`src/rtl/sort_pkg.sv`:
```
// Shared definitions for the sorter output path.
// Holds the record and frame geometry, the record field offsets and the
// streamer FSM state encoding. There are no ports. Other files pull these in
// with "import sort_pkg::*".
package sort_pkg;

    // Frame geometry of the 32-input odd-even merge sorter.
    localparam int REC_W   = 29;
    localparam int FRAME_N = 32;

    // Beat counter width. It covers beat numbers 0..31 and never wraps.
    localparam int CNT_W = 5;

    // Record field layout: [28:24] id, [23:22] class, [21:16] count,
    // [15:8] key_hi, [7:0] key_lo. The streamer passes records through
    // untouched, so these offsets are here only for downstream users.
    localparam int ID_LSB    = 24;
    localparam int CLASS_LSB = 22;
    localparam int CNT_LSB   = 16;
    localparam int KEYHI_LSB = 8;

    // Streamer control states.
    typedef enum logic [1:0] {
        IDLE   = 2'd0,
        STREAM = 2'd1,
        DONE   = 2'd2
    } stream_state_e;

    // Beat number of the final record in a frame of n records.
    function automatic logic [CNT_W-1:0] last_beat(input int n);
        return CNT_W'(n - 1);
    endfunction

endpackage

```
`src/rtl/frame_buffer_mux.sv`:
```
// Frame buffer for the sort result streamer.
// Stores one full sorted frame of N records, each W bits wide. The frame is
// written in one cycle when load is high. A single read port returns the
// record for output beat rd_idx. When DESCENDING is set, beat 0 maps to slot
// N-1, so the reversal happens here and the controller only counts upward.
// Ports:
//   clk      - rising-edge clock
//   load     - capture frame_in into the buffer on this edge
//   frame_in - N packed records; slot i sits at [i*W +: W]
//   rd_idx   - output beat number to read
//   rd_data  - record for that beat, combinational from the buffer
module frame_buffer_mux
    import sort_pkg::*;
#(
    parameter int N          = FRAME_N,
    parameter int W          = REC_W,
    parameter bit DESCENDING = 1'b0
) (
    input  logic             clk,
    input  logic             load,
    input  logic [N*W-1:0]   frame_in,
    input  logic [CNT_W-1:0] rd_idx,
    output logic [W-1:0]     rd_data
);

    localparam logic [CNT_W-1:0] LAST_IDX = last_beat(N);

    logic [W-1:0]     mem_q [N];
    logic [W-1:0]     mem_d [N];
    logic [CNT_W-1:0] phys_idx;

    // The buffer is reloaded only when a new frame is captured. Between
    // captures it holds its contents, so the streamed data cannot change in
    // the middle of a frame.
    always_comb begin
        mem_d = mem_q;
        if (load) begin
            for (int i = 0; i < N; i++) begin
                mem_d[i] = frame_in[i*W +: W];
            end
        end
    end

    // The contents only matter after a capture, so the buffer has no reset.
    always_ff @(posedge clk) begin
        mem_q <= mem_d;
    end

    // In a descending build, beat k reads slot N-1-k.
    always_comb begin
        phys_idx = DESCENDING ? (LAST_IDX - rd_idx) : rd_idx;
    end

    assign rd_data = mem_q[phys_idx];

endmodule

```
`src/rtl/sort_result_streamer.sv`:
```
// Sort result streamer.
// Captures one parallel sorted frame from the merge sorter in a single cycle.
// It then sends the frame out one record per beat on a valid/ready stream.
// Ports:
//   clk, rst    - clock and synchronous active-high reset
//   in_valid    - sorted frame present on in_frame
//   in_ready    - streamer is idle and will capture a frame this cycle
//   in_frame    - N packed sorted records; slot i at [i*W +: W]
//   out_valid   - out_data holds a record; held until accepted
//   out_ready   - consumer accepts the current record
//   out_data    - current record, bit-exact copy of a sorter slot
//   out_rank    - beat number of the current record, 0..N-1
//   out_last    - current record is the final beat of the frame
//   frame_done  - one-cycle pulse after the final beat is accepted
//   overrun     - sticky: a frame was offered while the streamer was busy
module sort_result_streamer
    import sort_pkg::*;
#(
    parameter int N          = FRAME_N,
    parameter int W          = REC_W,
    parameter bit DESCENDING = 1'b0
) (
    input  logic             clk,
    input  logic             rst,
    input  logic             in_valid,
    output logic             in_ready,
    input  logic [N*W-1:0]   in_frame,
    output logic             out_valid,
    input  logic             out_ready,
    output logic [W-1:0]     out_data,
    output logic [CNT_W-1:0] out_rank,
    output logic             out_last,
    output logic             frame_done,
    output logic             overrun
);

    localparam logic [CNT_W-1:0] LAST_IDX = last_beat(N);

    stream_state_e    state_q, state_d;
    logic [CNT_W-1:0] count_q, count_d;
    logic             overrun_q, overrun_d;
    logic             in_ready_q, in_ready_d;
    logic             out_valid_q, out_valid_d;
    logic             frame_done_q, frame_done_d;
    logic             buf_load;
    logic             is_last;
    logic [W-1:0]     rd_data;

    frame_buffer_mux #(
        .N          (N),
        .W          (W),
        .DESCENDING (DESCENDING)
    ) u_buf (
        .clk      (clk),
        .load     (buf_load),
        .frame_in (in_frame),
        .rd_idx   (count_q),
        .rd_data  (rd_data)
    );

    assign is_last = (count_q == LAST_IDX);

    // Next-state logic.
    // A frame is captured only in IDLE. In STREAM the beat counter advances on
    // each accepted beat. Accepting the final beat moves the FSM to DONE for
    // exactly one cycle. A frame offered in STREAM or DONE is dropped and sets
    // the sticky overrun flag. The status outputs are computed from the next
    // state so that they can be registered.
    always_comb begin
        state_d      = state_q;
        count_d      = count_q;
        overrun_d    = overrun_q;
        buf_load     = 1'b0;
        in_ready_d   = 1'b0;
        out_valid_d  = 1'b0;
        frame_done_d = 1'b0;

        case (state_q)
            IDLE: begin
                if (in_valid) begin
                    buf_load = 1'b1;
                    count_d  = '0;
                    state_d  = STREAM;
                end
            end
            STREAM: begin
                if (out_ready) begin
                    if (is_last) begin
                        count_d = '0;
                        state_d = DONE;
                    end else begin
                        count_d = count_q + 1'b1;
                    end
                end
            end
            DONE: begin
                state_d = IDLE;
            end
            default: begin
                count_d = '0;
                state_d = IDLE;
            end
        endcase

        if (in_valid && (state_q != IDLE)) begin
            overrun_d = 1'b1;
        end

        in_ready_d   = (state_d == IDLE);
        out_valid_d  = (state_d == STREAM);
        frame_done_d = (state_d == DONE);
    end

    // State and status registers. Reset abandons any frame in flight and
    // clears the sticky overrun flag.
    always_ff @(posedge clk) begin
        if (rst) begin
            state_q      <= IDLE;
            count_q      <= '0;
            overrun_q    <= 1'b0;
            in_ready_q   <= 1'b1;
            out_valid_q  <= 1'b0;
            frame_done_q <= 1'b0;
        end else begin
            state_q      <= state_d;
            count_q      <= count_d;
            overrun_q    <= overrun_d;
            in_ready_q   <= in_ready_d;
            out_valid_q  <= out_valid_d;
            frame_done_q <= frame_done_d;
        end
    end

    // out_data is forced to zero outside STREAM. This keeps buffer contents
    // hidden when no record is valid, including right after reset.
    assign out_data   = out_valid_q ? rd_data : '0;
    assign out_last   = out_valid_q && is_last;
    assign out_rank   = count_q;
    assign in_ready   = in_ready_q;
    assign out_valid  = out_valid_q;
    assign frame_done = frame_done_q;
    assign overrun    = overrun_q;

endmodule
```
`config.mk`:
```
export PLATFORM = sky130hd
export DESIGN_NAME = sort_result_streamer
export DESIGN_NICKNAME = d
export VERILOG_FILES = /design/src/rtl/sort_pkg.sv /design/src/rtl/frame_buffer_mux.sv /design/src/rtl/sort_result_streamer.sv
export SDC_FILE = /design/constraint.sdc
export NUM_CORES = 1
export LEC_CHECK = 0
export BUFFER_PORTS_ARGS = -buffer_cell sky130_fd_sc_hd__clkbuf_2
export CORE_AREA = 4 4 376 378
export DETAILED_ROUTE_END_ITERATION = 6
export DIE_AREA = 0 0 380 382
export SKIP_CTS_REPAIR_TIMING = 1
export SLEW_MARGIN = 0
export SYNTH_ARGS = -nofsm -noshare
export SYNTH_HDL_FRONTEND = slang
export SYNTH_SLANG_ARGS = --single-unit
```
`constraint.sdc`:
```
create_clock -name clk -period 24.2 [get_ports clk]
set_input_delay 3.63 -clock clk [delete_from_list [all_inputs] [get_ports clk]]
set_output_delay 3.63 -clock clk [all_outputs]
set_load 0.05 [all_outputs]
```
# Word level (Yosys, flattened, before mapping)
# Index checks and enable logic that the tools add are counted.
[word_totals] ff_bits=939 in_bits=932 output_inout_bits=39
[op_classes] n_eq_ne=7 reduce_logical=6 magnitude_cmp=1 add_sub_neg=1 mux=14 bitwise=2
[op_table] op="binary-select mux 29 bit (select 5 bit)" n=1
[op_table] op="2-to-1 mux 29 bit" n=3
[op_table] op="2-to-1 mux 5 bit" n=3
[op_table] op="one-hot mux 5 bit (3 select lines)" n=1
[op_table] op=">= comparator 6 bit (second input constant)" n=1
[op_table] op="2-to-1 mux 2 bit" n=3
[op_table] op="inverter 5 -> 6 bit" n=1
[op_table] op="adder 5 x 1 -> 5 bit (second input constant)" n=1
[op_table] op="equality test 5 bit (second input constant)" n=1
[op_table] op="equality test 2 x 1 -> 1 bit (second input constant)" n=2
[op_table] op="equality test 2 bit (second input constant)" n=2
[op_table] op="logical NOT 2 bit" n=2
[op_table] op="inequality test 2 bit (second input constant)" n=2
[op_table] op="one-hot mux 2 bit (2 select lines)" n=1
[op_table] op="AND reduction 3 bit" n=1
[op_table] op="logical AND 1 bit" n=2
[op_table] op="2-to-1 mux 1 bit" n=2
[op_table] op="nonzero test 2 bit" n=1
[op_table] op="inverter 1 bit" n=1

# Depth between registers and ports, before layout
# Gate-level depths: netlist of the first run.
[depth] ltp_word=5 depth_mapped=8 depth_no_buf=6

# Cells and area by module
# A second synthesis of the first run with hierarchy kept.
[unflattened] cells_unflattened=2063 hier_area_um2=36747.7
[by_module_without_submodules] module="frame_buffer_mux" cells_each=1979 n_inst=1 area_each_um2=36075.8
[by_module_without_submodules] module="sort_result_streamer" cells_each=84 n_inst=1 area_each_um2=671.9

# Worst setup path before layout of the first run
# No wires, ideal clock.
[synth_timing] kind="input-to-reg" startpoint="in in_valid" endpoint="reg u_buf.mem_q[0] in the netlist's numbering (enable)" required_ns=22.935 arrival_time_ns=21.852 setup_slack_ns=1.083 stages=2 path_buffers=0 path_cell_list="or3b_1 -> inv_1"
[synth_via] elab_chain_cells=2
[synth_lines] element="start, declared" line_no="sort_result_streamer.sv:25" rtl="input logic in_valid,"
[synth_lines] element="2-to-1 mux 1 bit" line_no="sort_result_streamer.sv:80" rtl="if (in_valid) begin"
[synth_lines] element="2-to-1 mux 1 bit" line_no="sort_result_streamer.sv:78" rtl="case (state_q)"
[synth_lines] element="net buf_load" line_no="sort_result_streamer.sv:45" rtl="logic buf_load;"
[synth_lines] element="end signal, assigned" line_no="frame_buffer_mux.sv:46" rtl="mem_q <= mem_d;"
[synth_lines] element="end, declared" line_no="frame_buffer_mux.sv:28" rtl="logic [W-1:0] mem_q [N];"
# The timed path passes the listed nets, and every way through them passes these cells.
# A chain may end at the register's enable or synchronous reset.

# Worst setup path in the final report of the first run
[layout_timing] startpoint="reg count_q[1], in the netlist out_rank[1]" endpoint="out out_data[25]"
[layout_via] elab_chain_cells=5
[layout_lines] element="start, declared" line_no="sort_result_streamer.sv:40" rtl="logic [CNT_W-1:0] count_q, count_d;"
[layout_lines] element="start signal, assigned" line_no="sort_result_streamer.sv:126" rtl="count_q <= count_d;"
[layout_lines] element="inverter 5 -> 6 bit (not written as such)" line_no="frame_buffer_mux.sv:54" rtl="assign rd_data = mem_q[phys_idx];"
[layout_lines] element="binary-select mux 29 bit (select 5 bit)" line_no="frame_buffer_mux.sv:54"
[layout_lines] element="2-to-1 mux 29 bit (not written as such) (2 in series)" line_no="frame_buffer_mux.sv:54"
[layout_lines] element="2-to-1 mux 29 bit" line_no="sort_result_streamer.sv:136" rtl="assign out_data = out_valid_q ? rd_data : '0;"
[layout_lines] element="end, declared" line_no="sort_result_streamer.sv:30" rtl="output logic [W-1:0] out_data,"
# No other way between the ends. The select of a mux whose other input is x is not followed.

==> key figures, run 1 <==
Run status
  – Status: finished, final reports clean

Critical path
  – Max incr delay on CP: 0.84 ns
  – Critical Path End Type: primary output
  – Critical path launch point type: flip-flop
  – CP Cell Sequence: buf_4 -> buf_4 -> buf_4 -> mux4_2 -> a22oi_1 -> a31oi_1 -> clkbuf_2
  – CP max FO: 48
  – CP Depth: 7
  – Crit path kind: flip-flop to primary output
  – CP max stage cell: dfxtp_4
  – Worst Path Buf+Inv: 4
  – R2R Setup Slk: 19.34 ns
  – Worst path top cell family by delay: buffers and inverters
  – Critical path's most frequent cell: buf_4
  – Worst EP arrival: approximately 5.4 ns
  – Worst r2r path cells: 5
  – CP required: 20.57 ns

Global routing
  – Grt ovf: 0
  – First-pass GRT wire length: 167.1 mm
  – Global-route usage over all layers: 0.1662
  – Vias in the first global route: 21500
  – Largest net degree at the start of global routing: 191
  – Antenna violations before repair: approximately 40

STA
  – Fmax: around 110 MHz
  – Slew HR: 0.2137
  – Period Utilization, post-route: 0.3738
  – Worst Tran Pin Value: 1.180 ns
  – Final hold slack: 0.4821 ns
  – Final setup vio count: 0
  – Setup TNS: 0 ns
  – Worst Clk Skew: 0.01457 ns
  – Final hold vios: 0
  – RSZ-0062 raised after global routing: no
  – Max-slew violation count: 0
  – Post-layout min period: 9.047 ns

Floorplan
  – Die Ht: 382 um
  – Ports: 971
  – Rows: 136
  – DIE AREA: 145200 um^2
  – Placeable Area: 137500 um^2
  – Die W: 380 um
  – Initial Utilization: 0.2600

Power
  – NetSw: approximately 0.85 mW
  – P_leak: 16.44 nW
  – Power Density: 82.07 nW/um^2
  – Clock power share: 0.411
  – Reg power frac: 0.511
  – Comb pwr share: 0.078
  – Pint: ~3 mW
  – Peak VDD IR: 67.80 uV
  – Switching Fraction: 0.2243

CTS
  – CTS tree: built
  – CTS clk-pin slew, worst paths: about 0.06 ns
  – CTS Sinks: between 900 and 1000
  – Number of buffers created by CTS: about 100
  – Worst-Skew Late Latency: approximately 0.69 ns
  – Root buf cell: clkbuf_16
  – CTS Buffer Depth: 3
  – CTS HTree Levels: 3

Detailed routing
  – Via count: 20370
  – Via/cell ratio: about 4.6
  – Iteration-0 DRC Markers: roughly 1900
  – Drt drc: 0
  – Drt pass-1 iters: 7
  – ANT nets after route: 0
  – Routed length per instance: 28.05 um
  – Drt total wl: 125.0 mm

Synth
  – Ys async rst share: 0
  – Yosys warnings: 0
  – Number of synthesized register bits: 939
  – EDFF count, synth: 928
  – Register area share after synthesis: 0.7856
  – Syn Inst Count: 1544
  – Syn_nets: 2478
  – Synthesized area per cell: 23.16 um^2
  – Synth Cell Area: ~36000 um^2
  – Yosys cell types: 34
  – Top_reg_cell synth: edfxtp_1

Layout
  – Fill cells: 13200
  – Area grow syn2layout: 28.79%
  – Nets@finish: 3498
  – Layout cells sized above 1: 0.5380

Worst hold path
  – WHS Path Cells: 2
  – Hold crit path type: flip-flop to flip-flop

Placed design
  – Routability cong.: 0.8836
  – IO buf count: 970
  – HPWL Detailed: roughly 94 mm

Run
  – Max_cap viols: 0
==> cell usage in the layout, fill, tap and decap left out, types with 17 or more instances in the layout <==
cell       Yosys  final
edfxtp_1     928    928
clkbuf_2       0    970
a22oi_1       29     29
a31oi_1       31     31
clkbuf_16      0    103
o221ai_1      29     29
diode_2        0     17
buf_4         17     32
clkinv_1       1     22
nand2_1       18     18
mux2_2        58     58
a221oi_1      21     21
mux4_2       203    203
clkbuf_1      38     20
o21ai_0       24     24
mux2i_1       59     59
==> cell usage after synthesis, types with 14 or more instances <==
cell type	n	area share
edfxtp_1	928	0.78
mux4_2	203	0.13
mux2i_1	59	0.017
mux2_2	58	0.018
clkbuf_1	38	0.0040
a31oi_1	31	0.0054
a22oi_1	29	0.0061
o221ai_1	29	0.0071
o21ai_0	24	0.0034
a221oi_1	21	0.0051
buf_2	19	0.0027
nand2_1	18	0.0019
buf_4	17	0.0036
buf_6	14	0.0044
==> per-layer routing <==
metal  vias up  wire length, um  global-route usage  share of wire
met5         -               69                   0        0.00055
met4        12             2744             0.04452          0.022
met3       162            10350             0.04407          0.083
met2       965            62880              0.2832           0.50
met1     10520            48930              0.2098           0.39
li1       8714                -                   -              -
==> worst register-to-register path, stage by stage, from the launching register on <==
cell and delay [ns]:
dfxtp_1 0.37, or3b_1 0.53, inv_8 0.71, buf_12 0.73
buf_4 1.22, buf_4 0.88
==> power groups by stage <==
stage	registers, mW	logic [mW]	clock network (mW)
6_report	1.93	0.296	1.55
5_1_grt	1.94	0.319	1.66
4_1_cts	1.93	0.303	1.59
3_5_place_dp	1.96	0.302	0
3_3_place_gp	1.96	0.300	0
2_1_floorplan	2.03	0.148	0
==> final timing paths <==
path | to | start
hold reg to reg | overrun$_SDFFE_PP0P_ | overrun$_SDFFE_PP0P_
setup / recovery | out_data[25] | out_rank[1]$_SDFFE_PP0P_
setup reg to reg | u_buf.mem_q[27]$_DFFE_PP_ | state_q[0]$_SDFF_PP0_
hold / removal | overrun$_SDFFE_PP0P_ | overrun$_SDFFE_PP0P_
==> metrics by stage <==
stage	cells	area, um^2	setup slack (ns)	power (mW)	util
3_5_place_dp	4254	42680	15.57	2.267	0.3104
3_3_place_gp	4254	42680	15.58	2.263	0.3104
5_1_grt	4452	46040	14.47	3.917	0.3348
4_1_cts	4439	46000	14.78	3.821	0.3346
6_report	4456	46050	15.15	3.779	0.3349
2_1_floorplan	1544	35750	1.083	2.174	-
==> sequential cells by signal, indices dropped and copies added, names as in the netlist <==
register and flops:
frame_done 1, state_q 2, out_rank 5, u_buf.mem_q 928
in_ready 1, out_valid 1, overrun 1
==> logic make-up (layout without fill, tap and decap cells) <==
kind of cell               Yosys count  in the layout  synth area share
and+or+nand+nor                     41             41          0.005319
buffers and inverters               92           1193           0.01505
other                                0             17                 0
xor gates and xnor gates             3              3         0.0007351
AOI/OAI and AO/OA                  147            147           0.02992
adders and majority gates            2              2         0.0006998
DFF                                939            939            0.7856
muxes                              320            320            0.1627
==> layout make-up <==
class                           count  area [um^2]  share of cell area
Antenna cell                       17        42.54           0.0009239
Tap cell                         1794         2245             0.04875
Sequential cell                   939        28100              0.6103
Clock inverter                     61        660.6             0.01435
Clock buffer                      124         2666             0.05791
Multi-Input combinational cell    513         7153              0.1553
Inverter                            3        21.27           0.0004619
Timing Repair Buffer             1005         5155              0.1120
No activity file was read; power rests on OpenSTA's default activity.
==> run 2, diff against run 1 <==
--- a/config.mk
+++ b/config.mk
@@ -6,9 +6,9 @@
 export NUM_CORES = 1
 export LEC_CHECK = 0
 export BUFFER_PORTS_ARGS = -buffer_cell sky130_fd_sc_hd__clkbuf_2
-export CORE_AREA = 4 4 376 378
+export CORE_AREA = 4 4 379 381
 export DETAILED_ROUTE_END_ITERATION = 6
-export DIE_AREA = 0 0 380 382
+export DIE_AREA = 0 0 383 385
 export SKIP_CTS_REPAIR_TIMING = 1
 export SLEW_MARGIN = 0
 export SYNTH_ARGS = -nofsm -noshare
==> constraint.sdc (replaced) <==
create_clock -name clk -period 8.45 [get_ports clk]
set_input_delay 1.2675 -clock clk [delete_from_list [all_inputs] [get_ports clk]]
set_output_delay 1.2675 -clock clk [all_outputs]
set_load 0.05 [all_outputs]
==> key figures, run 2 (synthesized netlist as in run 1, its figures left out) <==
Run status
  – Status: finished, final reports clean

CTS
  – CTS Sinks: 939 (unchanged)
  – CTS HTree Levels: 3 (unchanged)
  – Worst-Skew Late Latency: 0.70 ns (about the same)
  – CTS tree: built
  – Root buf cell: clkbuf_16
  – Number of buffers created by CTS: 102 (unchanged)
  – CTS clk-pin slew, worst paths: 0.06 ns (about the same)
  – CTS Buffer Depth: 3 (unchanged)

Critical path
  – Worst EP arrival: 4.24 ns (-1.18 ns)
  – Critical path launch point type: flip-flop
  – CP max FO: 77 (+60%)
  – CP required: 7.18 ns (-13.39 ns)
  – R2R Setup Slk: 5.08 ns (-14.26 ns)
  – Crit path kind: flip-flop to primary output
  – Critical Path End Type: primary output

Placed design
  – Routability cong.: 0.8455 (-4.3%)
  – Placed Area: 42910 um^2 (+0.54%)
  – Setup WS pre-CTS: 3.442 ns (-12.13 ns)
  – IO buf count: 970 (unchanged)
  – HPWL Detailed: 95.10 mm (+1.3%)

Layout
  – Most frequent cells in the layout: clkbuf_2 (970), edfxtp_1 (928), mux4_2 (203)
  – Final Cell Area: 46250 um^2 (+0.45%)
  – Fill cells: 13640 (+3.4%)
  – Area grow syn2layout: 29.37%
  – Commonest non-fill, non-tap cell in the layout: clkbuf_2
  – Multi-input gate area: 7153 um^2 (unchanged)
  – Layout cells sized above 1: 0.5442 (+0.006193)
  – Nets@finish: 3508 (+0.29%)
  – Largest Register: u_buf.mem_q
  – FF/Latch Area: 28100 um^2 (about the same)
  – Largest register FFs: 928 (unchanged)

Floorplan
  – Rows: 138 (+1.5%)
  – Die W: 383 um (+0.79%)
  – Initial Utilization: 0.2544 (-0.005657)
  – Ports: 971 (unchanged)
  – DIE AREA: 147500 um^2 (+1.6%)
  – Die Ht: 385 um (+0.79%)
  – Placeable Area: 140600 um^2 (+2.2%)

Worst hold path
  – Hold crit path type: flip-flop to flip-flop

STA
  – Final hold vios: 0 (unchanged)
  – Worst Clk Skew: 0.02657 ns (+0.01200 ns)
  – RSZ-0062 raised after global routing: no
  – Final setup vio count: 0 (unchanged)
  – Max-slew violation count: 0 (unchanged)
  – Fmax: 181.6 MHz
  – Period Utilization, post-route: 0.6515
  – Post-layout min period: 5.505 ns
  – Worst Tran Pin Value: 1.334 ns (+0.1543 ns)
  – Final hold slack: 0.4605 ns (-0.02158 ns)
  – Slew HR: 0.1108 (-0.1029)
  – Final setup margin: 2.945 ns (-12.21 ns)
  – Setup TNS: 0 ns (unchanged)

Global routing
  – Vias in the first global route: 21290 (-1.0%)
  – Grt ovf: 0 (unchanged)
  – Antenna violations before repair: 35 (-15%)
  – Largest net degree at the start of global routing: 200 (+4.7%)
  – Global-route usage over all layers: 0.1634 (-0.002732)
  – First-pass GRT wire length: 166.4 mm (-0.42%)

Detailed routing
  – Via/cell ratio: 4.478 (-2.1%)
  – ANT nets after route: 0 (unchanged)
  – Drt total wl: 125.2 mm (+0.17%)
  – Drt pass-1 iters: 5 (-2)
  – Via count: 20440 (+0.32%)
  – Drt drc: 0 (unchanged)
  – Iteration-0 DRC Markers: 1727 (-10%)
  – Routed length per instance: 27.43 um (-2.2%)

Power
  – Total Power: 10.80 mW (+190%)
  – Peak VDD IR: 163.8 uV (+140%)
  – Power Density: 233.5 nW/um^2 (+180%)
  – P_leak: 16.50 nW (+0.37%)

Run
  – Max_cap viols: 0 (unchanged)
run 2: changes by cell type in the layout (fill, tap and decap cells not counted), moves of 4 or more:
cell / change
buf_4: +7
clkbuf_1: -6
clkinv_1: -4
clkinv_2: +9
clkinv_8: -4
inv_6: +5
run 2: power breakdown:
part	internal (mW)	total [mW]	switching [mW]
clock network	2.52	4.42	1.90
registers	5.44	5.53	0.0952
logic	0.377	0.853	0.476
total	8.33	10.8	2.47
run 2: per-stage QoR:
stage	utilization	cells
after floorplan	-	1544
after global placement	0.3053	4360
after detailed placement	0.3053	4360
after CTS	0.3288	4549
after global routing	0.3290	4560
final	0.3291	4564
run 2: final timing paths:
check                            from                         end  cells after the start
max          out_rank[1]$_SDFFE_PP0P_                out_data[14]                      6
min reg2reg      overrun$_SDFFE_PP0P_        overrun$_SDFFE_PP0P_                      2
max reg2reg     state_q[0]$_SDFF_PP0_  u_buf.mem_q[290]$_DFFE_PP_                      4
min              overrun$_SDFFE_PP0P_        overrun$_SDFFE_PP0P_                      2
run 2: per-layer routing:
metal	part of all wire	vias up	wire length, um	global-route usage
met1	0.39	10550	49090	0.2040
met4	0.023	14	2833	0.04207
met3	0.095	169	11830	0.05730
met5	0.00067	-	84	0
met2	0.49	962	61350	0.2710
li1	-	8744	-	-
run 2: area by class of cell:
type                            instances  share of cell area
Antenna cell                           15           0.0008116
Clock buffer                          118             0.05740
Clock inverter                         71             0.01409
Inverter                                3           0.0003787
Multi-Input combinational cell        513              0.1547
Sequential cell                       939              0.6076
Tap cell                             1890             0.05113
Timing Repair Buffer                 1015              0.1139
run 2: critical path, cell delays in order, from the launching register on:
cell and delay, ns:
dfxtp_4 0.81, buf_12 0.48, mux4_2 0.58, mux2_2 0.29
o221ai_1 0.57, a31oi_1 0.30, clkbuf_2 0.35
==> run 3, diff against run 2 <==
==> constraint.sdc (replaced) <==
create_clock -name clk -period 5.09 [get_ports clk]
set_input_delay 0.7635 -clock clk [delete_from_list [all_inputs] [get_ports clk]]
set_output_delay 0.7635 -clock clk [all_outputs]
set_load 0.05 [all_outputs]
==> key figures, run 3 (synthesized netlist as in run 1, its figures left out) <==
Layout
  – Commonest non-fill, non-tap cell in the layout: clkbuf_2
  – Most frequent cells in the layout: clkbuf_2 (969), edfxtp_1 (928), mux4_2 (203)
  – Largest register FFs: 928 (unchanged)
  – Area grow syn2layout: 30.27%
  – Nets@finish: 3543 (+1.0%)
  – Largest Register: u_buf.mem_q
  – Final Cell Area: 46570 um^2 (+0.70%)
  – Layout cells sized above 1: 0.5488 (+0.004641)
  – Final cell utilization of the core: 0.3314 (+0.002288)

Placed design
  – Placed Area: 43280 um^2 (+0.86%)
  – IO buf count: 970 (unchanged)
  – HPWL Detailed: 97.61 mm (+2.6%)
  – Setup WS pre-CTS: 0.6476 ns (-2.794 ns)
  – Routability cong.: 0.8708 (+3.0%)

Global routing
  – Vias in the first global route: 21430 (+0.65%)
  – GR Util met1: 0.2091 (+0.005124)
  – GRT Max-Usage Layer: met2
  – Largest net degree at the start of global routing: 153 (-24%)
  – Met2 Track Usage GR: 0.2689 (-0.002073)
  – Antenna violations before repair: 42 (+20%)
  – Met3 Track Usage GR: 0.06308 (+0.005782)
  – First-pass GRT wire length: 169.2 mm (+1.7%)
  – Global-route usage over all layers: 0.1676 (+0.004162)
  – Grt ovf: 0 (unchanged)

Detailed routing
  – Drt drc: 0 (unchanged)
  – Routed length per instance: 27.86 um (+1.6%)
  – Via count: 20940 (+2.4%)
  – Drt total wl: 128.5 mm (+2.7%)
  – Via/cell ratio: 4.538 (+1.4%)
  – Drt pass-1 iters: 5 (unchanged)
  – Iteration-0 DRC Markers: 1927 (+12%)
  – ANT nets after route: 0 (unchanged)

Floorplan
  – Ports: 971 (unchanged)
  – Die Ht: 385 um (unchanged)
  – Initial Utilization: 0.2544 (unchanged)
  – Die W: 383 um (unchanged)
  – Rows: 138 (unchanged)
  – DIE AREA: 147500 um^2 (unchanged)
  – Placeable Area: 140600 um^2 (unchanged)

Critical path
  – CP required: 4.33 ns (-2.85 ns)
  – Crit path kind: flip-flop to primary output
  – CP max FO: 27 (-65%)
  – Worst EP arrival: 3.87 ns (-0.37 ns)
  – Critical Path End Type: primary output
  – Critical path launch point type: flip-flop

CTS
  – CTS Buffer Depth: 3 (unchanged)
  – Number of buffers created by CTS: 104 (+2.0%)
  – CTS HTree Levels: 3 (unchanged)
  – CTS clk-pin slew, worst paths: 0.06 ns (about the same)
  – Worst-Skew Late Latency: 0.69 ns (about the same)
  – CTS Sinks: 939 (unchanged)
  – CTS tree: built
  – Root buf cell: clkbuf_16

STA
  – Period Utilization, post-route: 0.9098
  – Fmax: approximately 220 MHz
  – Post-layout min period: 4.631 ns
  – Final hold vios: 0 (unchanged)
  – Setup TNS: 0 ns (unchanged)
  – Max-slew violation count: 0 (unchanged)
  – Worst Tran Pin Value: 0.9110 ns (-0.4228 ns)
  – Worst Clk Skew: 0.02248 ns (-0.004085 ns)
  – RSZ-0062 raised after global routing: no
  – Final setup vio count: 0 (unchanged)
  – Slew HR: 0.3927 (+0.2819)
  – Final setup margin: 0.4592 ns (-2.485 ns)

Power
  – Power Density: 382.3 nW/um^2 (+64%)
  – Total Power: 17.80 mW (+65%)
  – Peak VDD IR: 309.9 uV (+89%)
  – P_leak: 16.66 nW (+0.99%)

Run
  – Max_cap viols: 0 (unchanged)

Run status
  – Status: finished, final reports clean

Worst hold path
  – Hold crit path type: primary input to flip-flop
[run 3: changes by cell type in the layout (fill, tap and decap cells not counted), moves of 2 or more]
cell and delta:
bufinv_16 -4, diode_2 +15, clkinv_8 +3, buf_12 +10, buf_4 +24, inv_16 -2, clkinv_1 +4
[run 3: stage by stage]
| stage | hold WS [ns] | std cells |
|---|---|---|
| finish | 0.2378 | 4613 |
| global route | 0.1670 | 4605 |
| CTS | 0.1460 | 4582 |
| detailed placement | 0.4443 | 4392 |
| global placement | 0.4404 | 4392 |
| floorplan | 0.5161 | 1544 |
[run 3: routing by layer]
layer	wire length, um	part of all wire
met1	49980	0.39
met4	3250	0.025
met3	13180	0.10
met2	62050	0.48
met5	55	0.00043
[run 3: worst paths after layout]
kind / cells past startpoint / slack (ns) / from / end
worst max-delay path: 7 / 0.46 / out_rank[1]$_SDFFE_PP0P_ / out_data[16]
worst min register to register: 2 / 0.45 / overrun$_SDFFE_PP0P_ / overrun$_SDFFE_PP0P_
worst min-delay path: 1 / 0.24 / in_frame[547] / u_buf.mem_q[402]$_DFFE_PP_
worst max register to register: 4 / 2.26 / state_q[0]$_SDFF_PP0_ / u_buf.mem_q[19]$_DFFE_PP_
[run 3: worst max-delay path: stages (launching register included)]
cell	delay, ns
dfxtp_4	0.78
buf_4	0.29
nor2_4	0.08
buf_4	0.29
a221oi_1	0.62
o21ai_0	0.37
a31oi_1	0.34
clkbuf_2	0.35
[run 3: power breakdown]
part	internal [mW]	switching (mW)
registers	9.02	0.166
clock network	3.98	3.18
logic	0.657	0.803
total	13.7	4.15
[run 3: area by class of cell]
type                    count  area (um^2)
flip-flops and latches    939        28100
diodes                     30        75.07
multi-input cells         513         7153
well taps                1890         2365
repair buffers           1048         5643
fillers                 13570        93980
clock inverters            73        564.3
inverters                   3        17.52
clock buffers             117         2651
